===== config.mk =====
export PLATFORM = sky130hd
export DESIGN_NAME = data_memory_ctrl
export DESIGN_NICKNAME = d
export VERILOG_FILES = /design/src/rtl/data_memory_ctrl.sv
export SDC_FILE = /design/constraint.sdc
export NUM_CORES = 1
export LEC_CHECK = 0
export CORE_AREA = 10 10 169 171
export DETAILED_ROUTE_END_ITERATION = 16
export DIE_AREA = 0 0 179 181
export GPL_TIMING_DRIVEN = 1
export PLACE_DENSITY_LB_ADDON = 0.08
export SLEW_MARGIN = 20
export SYNTH_ARGS = -nofsm -noshare
export SYNTH_HDL_FRONTEND = slang
export SYNTH_SLANG_ARGS = --single-unit
export TNS_END_PERCENT = 1

===== constraint.sdc =====
create_clock -name clk -period 3.8 [get_ports clk]
set_clock_uncertainty 0.05 [all_clocks]
set_input_delay 0.76 -clock clk [delete_from_list [all_inputs] [get_ports clk]]
set_output_delay 0.76 -clock clk [all_outputs]
set_load 0.05 [all_outputs]

===== src/rtl/data_memory_ctrl.sv =====
// Parametrised single-port data memory with valid/ready requests, a single-entry
// registered response slot, and a preload engine that runs after every reset.
module data_memory_ctrl #(
  parameter int DATA_W = 8,
  parameter int ADDR_W = 8,
  parameter int DEPTH  = 32
) (
  input  logic              clk,
  input  logic              RST,
  input  logic              req_valid,
  output logic              req_ready,
  input  logic              req_write,
  input  logic [ADDR_W-1:0] req_addr,
  input  logic [DATA_W-1:0] req_wdata,
  output logic              rsp_valid,
  input  logic              rsp_ready,
  output logic [DATA_W-1:0] rsp_rdata,
  output logic              rsp_err,
  output logic              init_busy
);

  localparam int IDX_W = (DEPTH > 2) ? $clog2(DEPTH) : 1;
  localparam logic [IDX_W-1:0] HALF = IDX_W'(DEPTH / 2);
  localparam logic [IDX_W-1:0] LAST = IDX_W'(DEPTH - 1);

  typedef enum logic {INIT, RUN} state_t;

  state_t            state;
  logic [IDX_W-1:0]  cnt;
  logic [DATA_W-1:0] mem [DEPTH];

  logic              accept;
  logic              in_range;
  logic [IDX_W-1:0]  idx;
  logic [DATA_W-1:0] init_word;
  logic              mem_we;
  logic [IDX_W-1:0]  mem_waddr;
  logic [DATA_W-1:0] mem_wdata;

  assign req_ready = (state == RUN) && (!rsp_valid || rsp_ready);
  assign accept    = req_valid && req_ready;
  assign in_range  = ($unsigned(32'(req_addr)) < $unsigned(32'(DEPTH)));
  assign idx       = req_addr[IDX_W-1:0];

  // Lower half counts up from zero, upper half counts down from zero (wrapping).
  assign init_word = (cnt < HALF) ? DATA_W'(cnt)
                                  : DATA_W'(HALF) - DATA_W'(cnt);

  // Single write port shared between the preload engine and accepted writes.
  always_comb begin
    mem_we    = 1'b0;
    mem_waddr = cnt;
    mem_wdata = init_word;
    if (!RST) begin
      if (state == INIT) begin
        mem_we = 1'b1;
      end else if (accept && req_write && in_range) begin
        mem_we    = 1'b1;
        mem_waddr = idx;
        mem_wdata = req_wdata;
      end
    end
  end

  always_ff @(posedge clk) begin
    if (mem_we) begin
      mem[mem_waddr] <= mem_wdata;
    end
  end

  always_ff @(posedge clk) begin
    if (RST) begin
      state     <= INIT;
      cnt       <= '0;
      rsp_valid <= 1'b0;
      rsp_rdata <= '0;
      rsp_err   <= 1'b0;
      init_busy <= 1'b1;
    end else begin
      case (state)
        INIT: begin
          cnt <= cnt + 1'b1;
          if (cnt == LAST) begin
            cnt       <= '0;
            state     <= RUN;
            init_busy <= 1'b0;
          end
        end
        RUN: begin
          // A new accept overwrites the slot; otherwise a consumed response drains it.
          if (accept) begin
            rsp_valid <= 1'b1;
            rsp_err   <= !in_range;
            rsp_rdata <= (in_range && !req_write) ? mem[idx] : '0;
          end else if (rsp_ready) begin
            rsp_valid <= 1'b0;
          end
        end
        default: state <= INIT;
      endcase
    end
  end

endmodule


# Word-level counts from Yosys, hierarchy flattened
# Memory sizes are Yosys's and may differ from the RTL's.
# Cells that the tools add are included.
# Widths: inputs -> output; s select.
[classes]
bitwise = 1
mux = 18
magnitude_cmp = 2
n_addsub = 2
reduce_logical = 13
n_eq_ne = 1
[op_table]
columns = ["op", "count"]
rows = [
  ["$mux 8", 5],
  ["$mux 5", 4],
  ["$mux 1", 9],
  ["$lt 8x6->1 const B", 1],
  ["$reduce_and 2->1", 3],
  ["$sub 5x5->6 const A", 1],
  ["$add 5x1->5 const B", 1],
  ["$eq 5x5->1 const B", 1],
  ["$logic_and 1x1->1", 5],
  ["$lt 5x5->1 const B", 1],
  ["$logic_not 1->1", 3],
  ["$reduce_bool 2->1", 1],
  ["$logic_or 1x1->1", 1],
  ["$not 1->1", 1],
]
[totals]
input_bits = 21
elab_cells = 44
reg_bits = 17
mem_count = 1
output_inout_bits = 12
ramBits = 256
[mem_list]
columns = ["memory", "depth", "width", "read_ports", "rd_clocked_by_memory_dff", "wr", "line_no", "text"]
rows = [
  ["mem", 32, 8, 1, 0, 1, "30", "logic [DATA_W-1:0] mem [DEPTH];"],
]

# Logic depth before layout (Yosys ltp)
[logic_depth]
word_depth = 11
ltp_mapped = 8
mapped_depth_nobuf = 8

# Least setup slack after synthesis
# OpenSTA, ideal clock, no wires.
[synth_timing]
path_type = "input-to-reg"
startpoint = "input req_valid"
endpoint = "memory mem[0][1], data pin"
path_slack_ps = 559
setup_time_ps = 454
arrival_ps = 2737
required_time_ps = 3296
path_stages = 5
path_buffers = 1
path_cell_list = "and2_0 -> nand4b_2 -> nor2_1 -> buf_2 -> o21ai_0"
[synth_between]
elab_chain_len = 6
[synth_rtl]
columns = ["item", "line_no", "text"]
rows = [
  ["from (decl)", "10", "input logic req_valid,"],
  ["$logic_and 1x1->1", "41", "assign accept = req_valid && req_ready;"],
  ["$logic_and 1x1->1 (2 in series)", "57", "end else if (accept && req_write && in_range) begin"],
  ["$mux 8", "57", ""],
  ["$mux 8", "55", "if (state == INIT) begin"],
  ["$mux 8", "54", "if (!RST) begin"],
  ["via mem_wdata[1]", "38", "logic [DATA_W-1:0] mem_wdata;"],
  ["to (decl)", "30", ""],
]
# The timed path passes the listed nets, and every way through them passes these cells.

# Worst setup path in the final report
[layout_timing]
startpoint = "input rsp_ready"
endpoint = "output req_ready"
[layout_between]
elab_chain_len = 2
[layout_rtl]
columns = ["item", "line_no", "text"]
rows = [
  ["from (decl)", "16", "input logic rsp_ready,"],
  ["$logic_or 1x1->1", "40", "assign req_ready = (state == RUN) && (!rsp_valid || rsp_ready);"],
  ["$logic_and 1x1->1", "40", ""],
  ["to (decl)", "11", "output logic req_ready,"],
]
# No other way between the ends.

==> run metrics <==
status=complete, no violations; total CTS buffers=28; total number of yosys warnings=0; root buffer cell=clkbuf_16; max-slew violation count=0; Initial Utilization=0.445; Fillers=between 2000 and 2500; post-detail-place hpwl=between 15000 and 20000 um; Initial DRC Count=580; CTS tree=built; CP max stage delay=0.81 ns; CP max-delay cell=clkdlybuf4s50_1; multi-input logic area=2900 um2; Worst Setup SP=rsp_ready; total power=6.55 mW; cells after synthesis=629; sequential fraction of the synthesis area=0.721; largest net degree at the start of global routing=38; final setup fails=0; Post-CTS Hold Buffers=0; wire length of the first global-routing pass=between 40000 and 50000 um; WL/cell=roughly 26 um; Die Y=181 um; Area Growth Syn to Fin=17.0%; Pre-antenna DRT Iters=5; CP Buf/Inv Count=2; Core Region=25000 um2; Hold Path Class=register to register; number of H-tree levels=1; Vias=6036; delay-heaviest family, CP=buffers and inverters; # port buffers=32; Synth cell types=between 50 and 60; Clock Pin Slew Worst Setup and Hold Paths=0.06 ns; vias in the first global route=6308; Power Dens Cells=503 nW/um2; total grt overflow=0; worst r2r src=state$_SDFF_PP0_; Post CTS Setup Buffer Count=0; share of layout cells above drive strength 1=0.216; Async SR Flop Fraction=0; DR DRC count=0; syn_nets=654; post-synthesis cell area=11100 um2; CP Class=input port to output pin; FF+latch count, synth=273; Skew-Pair Late Insertion Delay=between 0.5 and 0.6 ns; routability cong.=0.873; Slew @ Worst Pin=0.991 ns; leading cell type in the layout, fill and taps excluded=edfxtp_1; Register Area=roughly 8000 um2; leakage power=~4.4 nW; CP Launch Type=input port; drt total wl=27200 um; Max Clock Freq=308 MHz; Die Wd=179 um; number of synthesized flops with an enable pin=256; most frequent CP cell=clkdlybuf4s50_1; die area=between 30000 and 40000 um2; Clock Path Buffers=3; Most used DFF post-synth=edfxtp_1; RSZ-0062 raised after global routing=no; Avg Cell Area, Syn=17.7 um2; clock tree sinks=roughly 270; most frequent cells in the layout=edfxtp_1 (256), nor2_1 (56), mux4_2 (51); Final Cycle Share=0.855; critical path, cell by cell=clkdlybuf4s50_1 > nand2b_1 > and2_1 > clkdlybuf4s50_1; final-report hold violation count=0; Max VDD drop=0.284 mV; Cell Rows=58; Vias/cell=approximately 5.7; Max transition margin=0.337; Critical Path RT=roughly 3.0 ns; GR Util All Layers=0.168; Final nets=between 700 and 800; setup TNS=0 ns; n_diodes=0; Max-cap violations=0; post-cts gate resize count=0; IO Pins=33; Worst setup EP type=output pin; initial antenna violation count=0; critical hold path startpoint=init_busy$_SDFFE_PP1P_; minimum clock period=3.25 ns; crit path DAT=around 2.4 ns; post-route ant nets=0; Crit Path Max Fanout=4
[cell usage after synthesis (8+ instances only)]
| cell type | instances | share of area |
|---|---|---|
| a21oi_1 | 10 | 0.0045 |
| a22oi_1 | 17 | 0.011 |
| a31oi_1 | 8 | 0.0045 |
| clkbuf_1 | 12 | 0.0040 |
| dfxtp_1 | 17 | 0.031 |
| edfxtp_1 | 256 | 0.69 |
| mux2i_1 | 31 | 0.028 |
| mux4_2 | 51 | 0.10 |
| nand2_1 | 43 | 0.015 |
| nand3_1 | 9 | 0.0040 |
| nor2_1 | 56 | 0.019 |
| o21ai_0 | 9 | 0.0040 |
[final timing paths]
| kind | to | slack [ns] | cells past startpoint |
|---|---|---|---|
| setup / recovery | req_ready | 0.55 | 4 |
| hold / removal | init_busy$_SDFFE_PP1P_ | 0.42 | 1 |
| setup reg to reg | mem[30][2]$_DFFE_PP_ | 0.75 | 5 |
| hold reg to reg | init_busy$_SDFFE_PP1P_ | 0.42 | 1 |
[power breakdown]
group / leakage (nW) / switching (mW) / internal [mW] / total (mW)
registers: 2.52 / 0.00995 / 3.29 / 3.30
clock network: 0.487 / 1.12 / 1.80 / 2.92
logic: 1.38 / 0.197 / 0.135 / 0.333
total: 4.38 / 1.33 / 5.23 / 6.55
[per-stage QoR]
stage | setup slack, ns | cells | util | instance area (um2) | hold WS, ns
2_1_floorplan | 0.559 | 629 | - | 11100 | 0.494
3_3_place_gp | 0.204 | 1000 | 0.481 | 12000 | 0.397
3_5_place_dp | 0.110 | 1000 | 0.481 | 12000 | 0.407
4_1_cts | 0.550 | 1052 | 0.520 | 13000 | 0.423
5_1_grt | 0.482 | 1052 | 0.520 | 13000 | 0.456
6_report | 0.551 | 1052 | 0.520 | 13000 | 0.416
[worst register-to-register path, delay by kind of cell, from the launching register on]
family             cells  cell delay [ns]
DFF                    1             0.63
and+or+nand+nor        4             1.74
AOI/OAI and AO/OA      1             0.24
[per-layer routing]
metal	GRT usage	part of all wire
met5	0	0
met4	0.0400	0.018
met3	0.0265	0.057
met2	0.261	0.47
met1	0.242	0.45
[state kept, by name (all words and copies together) (netlist names)]
name,flops
state,1
mem,256
rsp_err,1
rsp_valid,1
rsp_rdata,8
init_busy,1
cnt,5
[cells by family (layout without fill, tap and decap cells)]
logic type | Yosys count | after routing | share of synthesized area
AOI/OAI and AO/OA | 83 | 83 | 0.0546
muxes | 87 | 87 | 0.137
adders and majority gates | 4 | 4 | 0.00450
buffers and inverters | 38 | 131 | 0.0203
xor gates and xnor gates | 1 | 1 | 0.000787
DFF | 273 | 273 | 0.721
and+or+nand+nor | 143 | 143 | 0.0610
[area by class of cell]
| cell class | instances | area share |
|---|---|---|
| Tap cell | 330 | 0.0317 |
| Inverter | 8 | 0.00231 |
| Clock buffer | 32 | 0.0566 |
| Timing Repair Buffer | 71 | 0.0505 |
| Clock inverter | 20 | 0.0199 |
| Multi-Input combinational cell | 318 | 0.223 |
| Sequential cell | 273 | 0.616 |
(Power assumes the default switching activity.)
